[config.mk]
export PLATFORM = sky130hd
export DESIGN_NAME = uart_boot_loader
export DESIGN_NICKNAME = d
export VERILOG_FILES = /design/src/rtl/uart_boot_loader_pkg.sv /design/src/rtl/uart_boot_loader_timeout.sv /design/src/rtl/uart_boot_loader.sv
export SDC_FILE = /design/constraint.sdc
export NUM_CORES = 1
export LEC_CHECK = 0
export ABC_AREA = 1
export CAP_MARGIN = 10
export CELL_PAD_IN_SITES_DETAIL_PLACEMENT = 1
export CELL_PAD_IN_SITES_GLOBAL_PLACEMENT = 2
export CORE_ASPECT_RATIO = 1.75
export CORE_MARGIN = 2
export CORE_UTILIZATION = 30
export CTS_BUF_LIST = sky130_fd_sc_hd__clkbuf_16
export CTS_CLUSTER_SIZE = 8
export DETAILED_ROUTE_END_ITERATION = 16
export GPL_ROUTABILITY_DRIVEN = 1
export PLACE_DENSITY = 0.82
export REMOVE_ABC_BUFFERS = 1
export SETUP_SLACK_MARGIN = 0.3
export SLEW_MARGIN = 20
export SYNTH_ARGS = -nofsm -noshare
export SYNTH_HDL_FRONTEND = slang
export SYNTH_SLANG_ARGS = --single-unit
[constraint.sdc]
create_clock -name clock -period 6.3 [get_ports clock]
set_clock_uncertainty 0.15 [all_clocks]
set_input_delay 1.89 -clock clock [delete_from_list [all_inputs] [get_ports clock]]
set_output_delay 1.89 -clock clock [all_outputs]
set_load 0.01 [all_outputs]
[src/rtl/uart_boot_loader_pkg.sv]
// Shared types and constants for the UART boot loader.
package uart_boot_loader_pkg;

  typedef enum logic [2:0] {IDLE, LEN0, LEN1, DATA, CSUM, DONE, ERR} loader_state_t;

  localparam int LOADER_WORD_BYTES = 4;

endpackage

[src/rtl/uart_boot_loader_timeout.sv]
// Inter-byte watchdog: counts idle cycles while enabled, flags expiry at TIMEOUT_CYCLES-1.
// Latency: expired_o is combinational from the count register.
// Backpressure: none; clr_i takes priority over counting.
module uart_boot_loader_timeout #(
  parameter int TIMEOUT_CYCLES = 1_000_000
) (
  input  logic clock,
  input  logic reset,
  input  logic clr_i,
  input  logic en_i,
  output logic expired_o
);

  localparam int CW = (TIMEOUT_CYCLES > 2) ? $clog2(TIMEOUT_CYCLES) : 1;

  logic [CW-1:0] cnt_q;

  assign expired_o = en_i && (cnt_q == CW'(TIMEOUT_CYCLES - 1));

  always_ff @(posedge clock or posedge reset) begin
    if (reset) begin
      cnt_q <= '0;
    end else if (clr_i || !en_i) begin
      cnt_q <= '0;
    end else if (!expired_o) begin
      cnt_q <= cnt_q + CW'(1);
    end
  end

endmodule

[src/rtl/uart_boot_loader.sv]
// Parses SYNC/count/words/checksum boot frames from a UART byte stream into instruction memory.
// Latency: memWe pulses one cycle after the 4th byte of each word. Backpressure: none (rxValid is a pulse).
// Build option: UART_BOOT_LOADER_CHECKSUM_EN enables the XOR checksum check.
module uart_boot_loader
  import uart_boot_loader_pkg::*;
#(
  parameter int          ADDR_WIDTH     = 12,
  parameter int          BASE_ADDR      = 0,
  parameter logic [7:0]  SYNC_BYTE      = 8'hA5,
  parameter int          TIMEOUT_CYCLES = 1_000_000
) (
  input  logic                  clock,
  input  logic                  reset,
  input  logic [7:0]            rxData,
  input  logic                  rxValid,
  output logic                  memWe,
  output logic [ADDR_WIDTH-1:0] memAddr,
  output logic [31:0]           memWdata,
  output logic                  cpuHold,
  output logic                  done,
  output logic                  error
);

  localparam logic [ADDR_WIDTH-1:0] BASE      = ADDR_WIDTH'(BASE_ADDR);
  localparam logic [31:0]           MAX_WORDS = 32'd1 << ADDR_WIDTH;
  localparam logic [1:0]            LAST_BYTE = 2'(LOADER_WORD_BYTES - 1);

  loader_state_t         state_q;
  logic [7:0]            len_lo_q;
  logic [15:0]           words_left_q;
  logic [1:0]            byte_idx_q;
  logic [23:0]           word_q;
  logic                  we_q;
  logic [ADDR_WIDTH-1:0] addr_q;
  logic [31:0]           wdata_q;
  logic                  hold_q;
  logic                  done_q;
  logic                  err_q;

  logic [15:0] len_d;
  logic [31:0] word_d;
  logic        in_frame;
  logic        tmo_expired;
  logic        csum_ok;

  assign len_d    = {rxData, len_lo_q};
  assign word_d   = {rxData, word_q};
  assign in_frame = (state_q == LEN0) || (state_q == LEN1) ||
                    (state_q == DATA) || (state_q == CSUM);

  uart_boot_loader_timeout #(
    .TIMEOUT_CYCLES (TIMEOUT_CYCLES)
  ) u_timeout (
    .clock     (clock),
    .reset     (reset),
    .clr_i     (rxValid),
    .en_i      (in_frame),
    .expired_o (tmo_expired)
  );

`ifdef UART_BOOT_LOADER_CHECKSUM_EN
  logic [7:0] csum_q;

  assign csum_ok = (rxData == csum_q);

  // The SYNC byte always arrives in IDLE or ERR, so clearing there excludes it.
  always_ff @(posedge clock or posedge reset) begin
    if (reset) begin
      csum_q <= '0;
    end else if (rxValid) begin
      if ((state_q == IDLE) || (state_q == ERR)) begin
        csum_q <= '0;
      end else if ((state_q == LEN0) || (state_q == LEN1) || (state_q == DATA)) begin
        csum_q <= csum_q ^ rxData;
      end
    end
  end
`else
  assign csum_ok = 1'b1;
`endif

  always_ff @(posedge clock or posedge reset) begin
    if (reset) begin
      state_q      <= IDLE;
      len_lo_q     <= '0;
      words_left_q <= '0;
      byte_idx_q   <= '0;
      word_q       <= '0;
      we_q         <= 1'b0;
      addr_q       <= BASE;
      wdata_q      <= '0;
      hold_q       <= 1'b1;
      done_q       <= 1'b0;
      err_q        <= 1'b0;
    end else begin
      we_q <= 1'b0;
      // Address advances the cycle after each write strobe so it is stable during the write.
      if (state_q == ERR) begin
        addr_q <= BASE;
      end else if (we_q) begin
        addr_q <= addr_q + ADDR_WIDTH'(1);
      end

      if (rxValid) begin
        unique case (state_q)
          IDLE: begin
            if (rxData == SYNC_BYTE) state_q <= LEN0;
          end
          LEN0: begin
            len_lo_q <= rxData;
            state_q  <= LEN1;
          end
          LEN1: begin
            words_left_q <= len_d;
            byte_idx_q   <= '0;
            if (len_d == 16'd0) begin
              state_q <= CSUM;
            end else if (32'(len_d) > MAX_WORDS) begin
              state_q <= ERR;
              err_q   <= 1'b1;
            end else begin
              state_q <= DATA;
            end
          end
          DATA: begin
            word_q     <= word_d[31:8];
            byte_idx_q <= byte_idx_q + 2'd1;
            if (byte_idx_q == LAST_BYTE) begin
              we_q         <= 1'b1;
              wdata_q      <= word_d;
              words_left_q <= words_left_q - 16'd1;
              if (words_left_q == 16'd1) state_q <= CSUM;
            end
          end
          CSUM: begin
            if (csum_ok) begin
              state_q <= DONE;
              done_q  <= 1'b1;
              hold_q  <= 1'b0;
            end else begin
              state_q <= ERR;
              err_q   <= 1'b1;
            end
          end
          DONE: begin
          end
          ERR: begin
            if (rxData == SYNC_BYTE) begin
              state_q <= LEN0;
              err_q   <= 1'b0;
            end
          end
          default: begin
          end
        endcase
      end else if (tmo_expired) begin
        state_q <= ERR;
        err_q   <= 1'b1;
      end
    end
  end

  assign memWe    = we_q;
  assign memAddr  = addr_q;
  assign memWdata = wdata_q;
  assign cpuHold  = hold_q;
  assign done     = done_q;
  assign error    = err_q;

endmodule
# Word level (Yosys, flattened, before mapping)
# Index checks and enable logic that the tools add are counted.
[word_totals] out_inout_bits=48 elab_cells=80 reg_bits=121 inputBits=11
[classes] n_reduce_logical=20 n_lt_le_gt_ge=1 addsub=4 n_mux=24 eq_ne=19
[op_table] operator="$mux W20" count=2
[op_table] operator="$pmux W16 S2" count=1
[op_table] operator="$mux W12" count=2
[op_table] operator="$mux W3" count=7
[op_table] operator="$add A20 B1 Y20 const B" count=1
[op_table] operator="$eq A20 B20 Y1 const B" count=1
[op_table] operator="$eq A16 B1 Y1 const B" count=1
[op_table] operator="$gt A16 B13 Y1 const B" count=1
[op_table] operator="$logic_not A16 Y1" count=1
[op_table] operator="$mux W16" count=1
[op_table] operator="$sub A16 B1 Y16 const B" count=1
[op_table] operator="$ne A3 B2 Y1 const B" count=5
[op_table] operator="$pmux W3 S5" count=1
[op_table] operator="$add A12 B1 Y12 const B" count=1
[op_table] operator="$reduce_and A5 Y1" count=2
[op_table] operator="$eq A8 B8 Y1 const B" count=1
[op_table] operator="$mux W1" count=8
[op_table] operator="$reduce_and A2 Y1" count=4
[op_table] operator="$eq A3 B2 Y1 const B" count=2
[op_table] operator="$eq A3 B3 Y1 const B" count=2
[op_table] operator="$ne A6 B2 Y1 const B" count=1
[op_table] operator="$reduce_and A3 Y1" count=2
[op_table] operator="$reduce_bool A2 Y1" count=3
[op_table] operator="$logic_or A1 B1 Y1" count=4
[op_table] operator="other kinds (12)" count=13

# Logic depth before layout (Yosys ltp)
[depth] ltp_word=7 mapped_depth=12 depth_no_buf=12

# Cells and area by module
# A second synthesis with hierarchy kept.
[hier_totals] cells_unflattened=806 hier_area_um2=6203.4
[modules_own_cells] mod="uart_boot_loader" area_each_um2=4874.7 instances=1 cells_per_inst=607 seq_area_each_um2=2528.7
[modules_own_cells] mod="uart_boot_loader_timeout" area_each_um2=1328.8 instances=1 cells_per_inst=199 seq_area_each_um2=500.5

# Least setup slack after synthesis
# Ideal clock, no wire load.
[synth_timing] path_kind="input to register" start="in rxValid" end="reg wdata_q[31] (netlist: memWdata[31])" t_arrival_ns=2.698 path_buffers=2 t_required_ns=6.032 setup_time_ns=0.118 stages=9 path_slack_ns=3.334 cell_sequence="nand2_4 nor2_8 inv_4 nor2_8 inv_2 buf_6 buf_6 nand2_1 o21ai_2"
[synth_between] elab_chain_cells=1
[synth_rtl] element="start: declaration" line="uart_boot_loader.sv:15" text="input logic rxValid,"
[synth_rtl] element="$reduce_and A3 Y1 (no line)"
[synth_rtl] element="end signal: assignment" line="uart_boot_loader.sv:130" text="wdata_q <= word_d;"
[synth_rtl] element="end: declaration" line="uart_boot_loader.sv:35" text="logic [31:0] wdata_q;"
# Every way passes these cells.
# A chain may end at the register's enable or synchronous reset.

# Worst setup path after layout
[layout_timing] start="in rxValid" end="reg wdata_q[10] (netlist: memWdata[10])"
# Same word-level chain as after synthesis.

==> summary.md <==
| Metric | Value |
|---|---|
| Outcome | finished clean |
| Worst hold endpoint | cpuHold$_DFFE_PP1P_ |
| Crit end category | flop |
| FF-to-FF path depth | 8 |
| Slowest CP cell | clkdlybuf4s50_1 |
| Critical hold path startpoint | cpuHold$_DFFE_PP1P_ |
| Critical Path RT | 6.42 ns |
| Final hold violation count | 0 |
| CTS tree | yes |
| IO Count | 59 |
| Worst-Margin Slew | 1.04 ns |
| Die area | 0.0207 mm2 |
| Buf+Inv Stages, Crit Path | 3 |
| Final GP Congestion | between 0.7 and 0.8 |
| DRT Pass-1 Iters | 4 |
| Minimum clock period | 4.03 ns |
| Via count | 5075 |
| Worst-path maximum fanout | between 50 and 60 |
| Mapped cell area | 0.00586 mm2 |
| RR Startpoint | state_q[2]$_DFFE_PP0P_ |
| Number of setup violations in the final report | 0 |
| Register area share after synthesis | 51.7% |
| Top cells by area, synth | dfrtp_1 (51%), nand2_1 (13%), o21ai_0 (7.5%) |
| Final core occ | 37.7% |
| Max Fclk | 0.248 GHz |
| Multi-input logic area | 0.00239 mm2 |
| RSZ-0062 raised after global routing | false |
| Slew Limit Fails | 0 |
| Asr flop ratio synth | 100% |
| LEAKAGE | about 3.3 nW |
| Core box area | 0.0192 mm2 |
| Buffers added on ports | 58 |
| WL/cell | 15.7 um |
| VDD IR max | 0.000155 V |
| Die height | approximately 190 um |
| Clk buf depth | 2 |
| Initial antenna violation count | 0 |
| FF+latch area | ~0.0030 mm2 |
| Die width | 110 um |
| Synth Warn # | 0 |
| DP HPWL | 12.2 mm |
| Clock-pin slew on the worst setup and hold paths | 0.06 ns |
| Post-synth top area share | about half |
| Dominant cell type by area after synthesis | dfrtp_1 |
| Critical R2R Capture | memWdata[10]$_DFFE_PP0P_ |
| Cell mode on critical path | nor2_8 |
| Synth Register Bits | 121 |
| Setup TNS Final | 0 ns |
| Vias/cell | 4.83 |
| Power density over the cells | 392 mW/mm2 |
| CTS buffer count | 17 |
| Grt ovf | 0 |
| Initial Util | 30.5% |
| # resized after CTS | 0 |
| Worst-Skew Late Latency | ~0.42 ns |
| Period utilisation layout | 64.0% |
| Vias in the first global route | 5376 |
| Syn-to-layout area delta | 23.5% |
| Max-slew headroom | 30.5% |
| Critical Path Max Stage Delay | 0.69 ns |
| Setup slack, reg-to-reg | 3.79 ns |
| CTS root buffer | clkbuf_16 |
| Final WL | 16.5 mm |
| Cell family with most CP delay | buffers and inverters |
| Drt drc | 0 |
| PnR worst setup slack | 2.27 ns |
| Max cap viols | 0 |
| Largest net degree at the start of global routing | between 70 and 80 |
| Ys flop type | dfrtp_1 |
| Mean area per synthesized cell | 7.97 um2 |
| Startpoint types | primary input |
| WP data arrival | 4.16 ns |
| Final net count | 813 |
| Initial DRC Count | 283 |
| DRT antenna net count | 0 |
| CTS sink cnt | around 120 |
| Hold Path Depth | 2 |
| Total track usage | 17.4% |
| CTS Hold Bufs | 0 |
| Layout cell share with drive strength beyond 1 | 7.65% |
| Number of distinct library cells after synthesis | 34 |
| Post-synth EDFFs | 0 |
| DP Worst Slack | 1.80 ns |
| Mapped Cells | about 740 |
| Post-CTS Setup Repair Bufs | 0 |
| Cell Rows | 67 |
| H-Tree Depth | 4 |
| WS Path Type | in2reg |
| Hold Crit Class | reg2reg |
| Layout fillers | 2315 |
| First-pass GRT wire length | roughly 28 mm |
| Antenna diode count | 0 |
| Crit-path cells | clkdlybuf4s50_1 -> nand2_4 -> nor2_8 -> inv_4 -> nor2_8 -> inv_2 -> nand2_1 -> o21ai_2 |
==> sequential cells by signal, indices dropped and copies added (netlist names) <==
| signal | cells |
|---|---|
| len_lo_q | 8 |
| u_timeout.cnt_q | 20 |
| word_q | 24 |
| done | 1 |
| memWdata | 32 |
| error | 1 |
| state_q | 3 |
| memAddr | 12 |
| memWe | 1 |
| cpuHold | 1 |
| byte_idx_q | 2 |
| words_left_q | 16 |
==> power breakdown <==
| group | switching, W | internal (W) | total (W) |
|---|---|---|---|
| logic | 0.000489 | 0.000260 | 0.000749 |
| registers | 0.000157 | 0.000973 | 0.00113 |
| clock network | 0.000380 | 0.000581 | 0.000961 |
==> per-layer routing <==
| metal | GRT usage (%) | vias up | wire length, um |
|---|---|---|---|
| li1 | - | 2489 | - |
| met1 | 18.9 | 2494 | 6550 |
| met2 | 32.8 | 66 | 9300 |
| met3 | 2.69 | 26 | 309 |
| met4 | 6.86 | 0 | 361 |
| met5 | 0 | - | 0 |
==> metrics by stage <==
step,total power (W),hold WS (ns),cells,area [um2]
2_1_floorplan,0.00160,0.299,717,5740
3_3_place_gp,0.00189,0.294,1019,6660
3_5_place_dp,0.00191,0.303,1019,6660
4_1_cts,0.00290,0.313,1051,7240
5_1_grt,0.00304,0.333,1051,7240
6_report,0.00284,0.305,1051,7240
==> cells in the mapped netlist, drive strengths merged, types with 3 or more instances <==
cell / instances
nand2: 202
dfrtp: 120
o21ai: 110
nor2: 93
inv: 85
nand3: 32
a21oi: 26
buf: 13
nand4: 13
nor3: 12
clkbuf: 6
ha: 5
xor2: 5
a31oi: 4
or2: 3
==> tightest hold or removal path, stage by stage, from the launching register on <==
cell and delay, ns:
dfstp_2 0.37, nand2_1 0.06, inv_1 0.03
==> cell families (layout without fill, tap and decap cells) <==
| logic type | after synthesis | count (layout) | share of synthesized area (%) |
|---|---|---|---|
| compound gates | 144 | 144 | 13.5 |
| xor+xnor | 6 | 6 | 0.896 |
| fa+ha+maj | 5 | 5 | 1.07 |
| buf+inv | 104 | 178 | 7.53 |
| flops | 121 | 121 | 51.7 |
| simple gates | 356 | 356 | 25.4 |
==> layout by cell type, fill, tap and decap left out, types with 2 or more instances in the layout <==
cell / synthesis / final
a21oi_1: 26 / 26
a31oi_1: 4 / 4
buf_4: 1 / 2
bufinv_16: 0 / 2
clkbuf_16: 0 / 17
clkdlybuf4s50_1: 0 / 58
clkinv_1: 0 / 2
clkinv_2: 0 / 3
clkinvlp_4: 0 / 3
dfrtp_1: 120 / 120
ha_1: 5 / 5
inv_1: 79 / 78
inv_2: 5 / 5
inv_6: 0 / 5
nand2_1: 201 / 201
nand3_1: 32 / 32
nand4_1: 13 / 13
nor2_1: 90 / 90
nor2_8: 2 / 2
nor3_1: 11 / 11
o21ai_0: 88 / 88
o21ai_1: 8 / 8
o21ai_2: 14 / 14
or2_2: 2 / 2
xor2_1: 5 / 5
==> worst max path at each step <==
stage	start	end	slack [ns]	depth (start not counted)
6_report	rxValid	memWdata[10]$_DFFE_PP0P_	2.27	8
3_5_place_dp	rxValid	memWdata[28]$_DFFE_PP0P_	1.80	8
3_3_place_gp	rxValid	memWdata[16]$_DFFE_PP0P_	1.87	8
4_1_cts	rxValid	memWdata[10]$_DFFE_PP0P_	2.26	8
2_1_floorplan	reset	byte_idx_q[0]$_DFFE_PP0P_	1.05	1
5_1_grt	rxValid	memWdata[25]$_DFFE_PP0P_	2.01	8
==> cell type report <==
cell class,count,share of cell area (%)
Sequential cell,121,41.8
Tap cell,241,4.17
Inverter,85,4.51
Multi-Input combinational cell,511,33.0
Timing Repair Buffer,61,8.50
Clock inverter,15,2.06
Clock buffer,17,5.88
(Power assumes the default switching activity.)
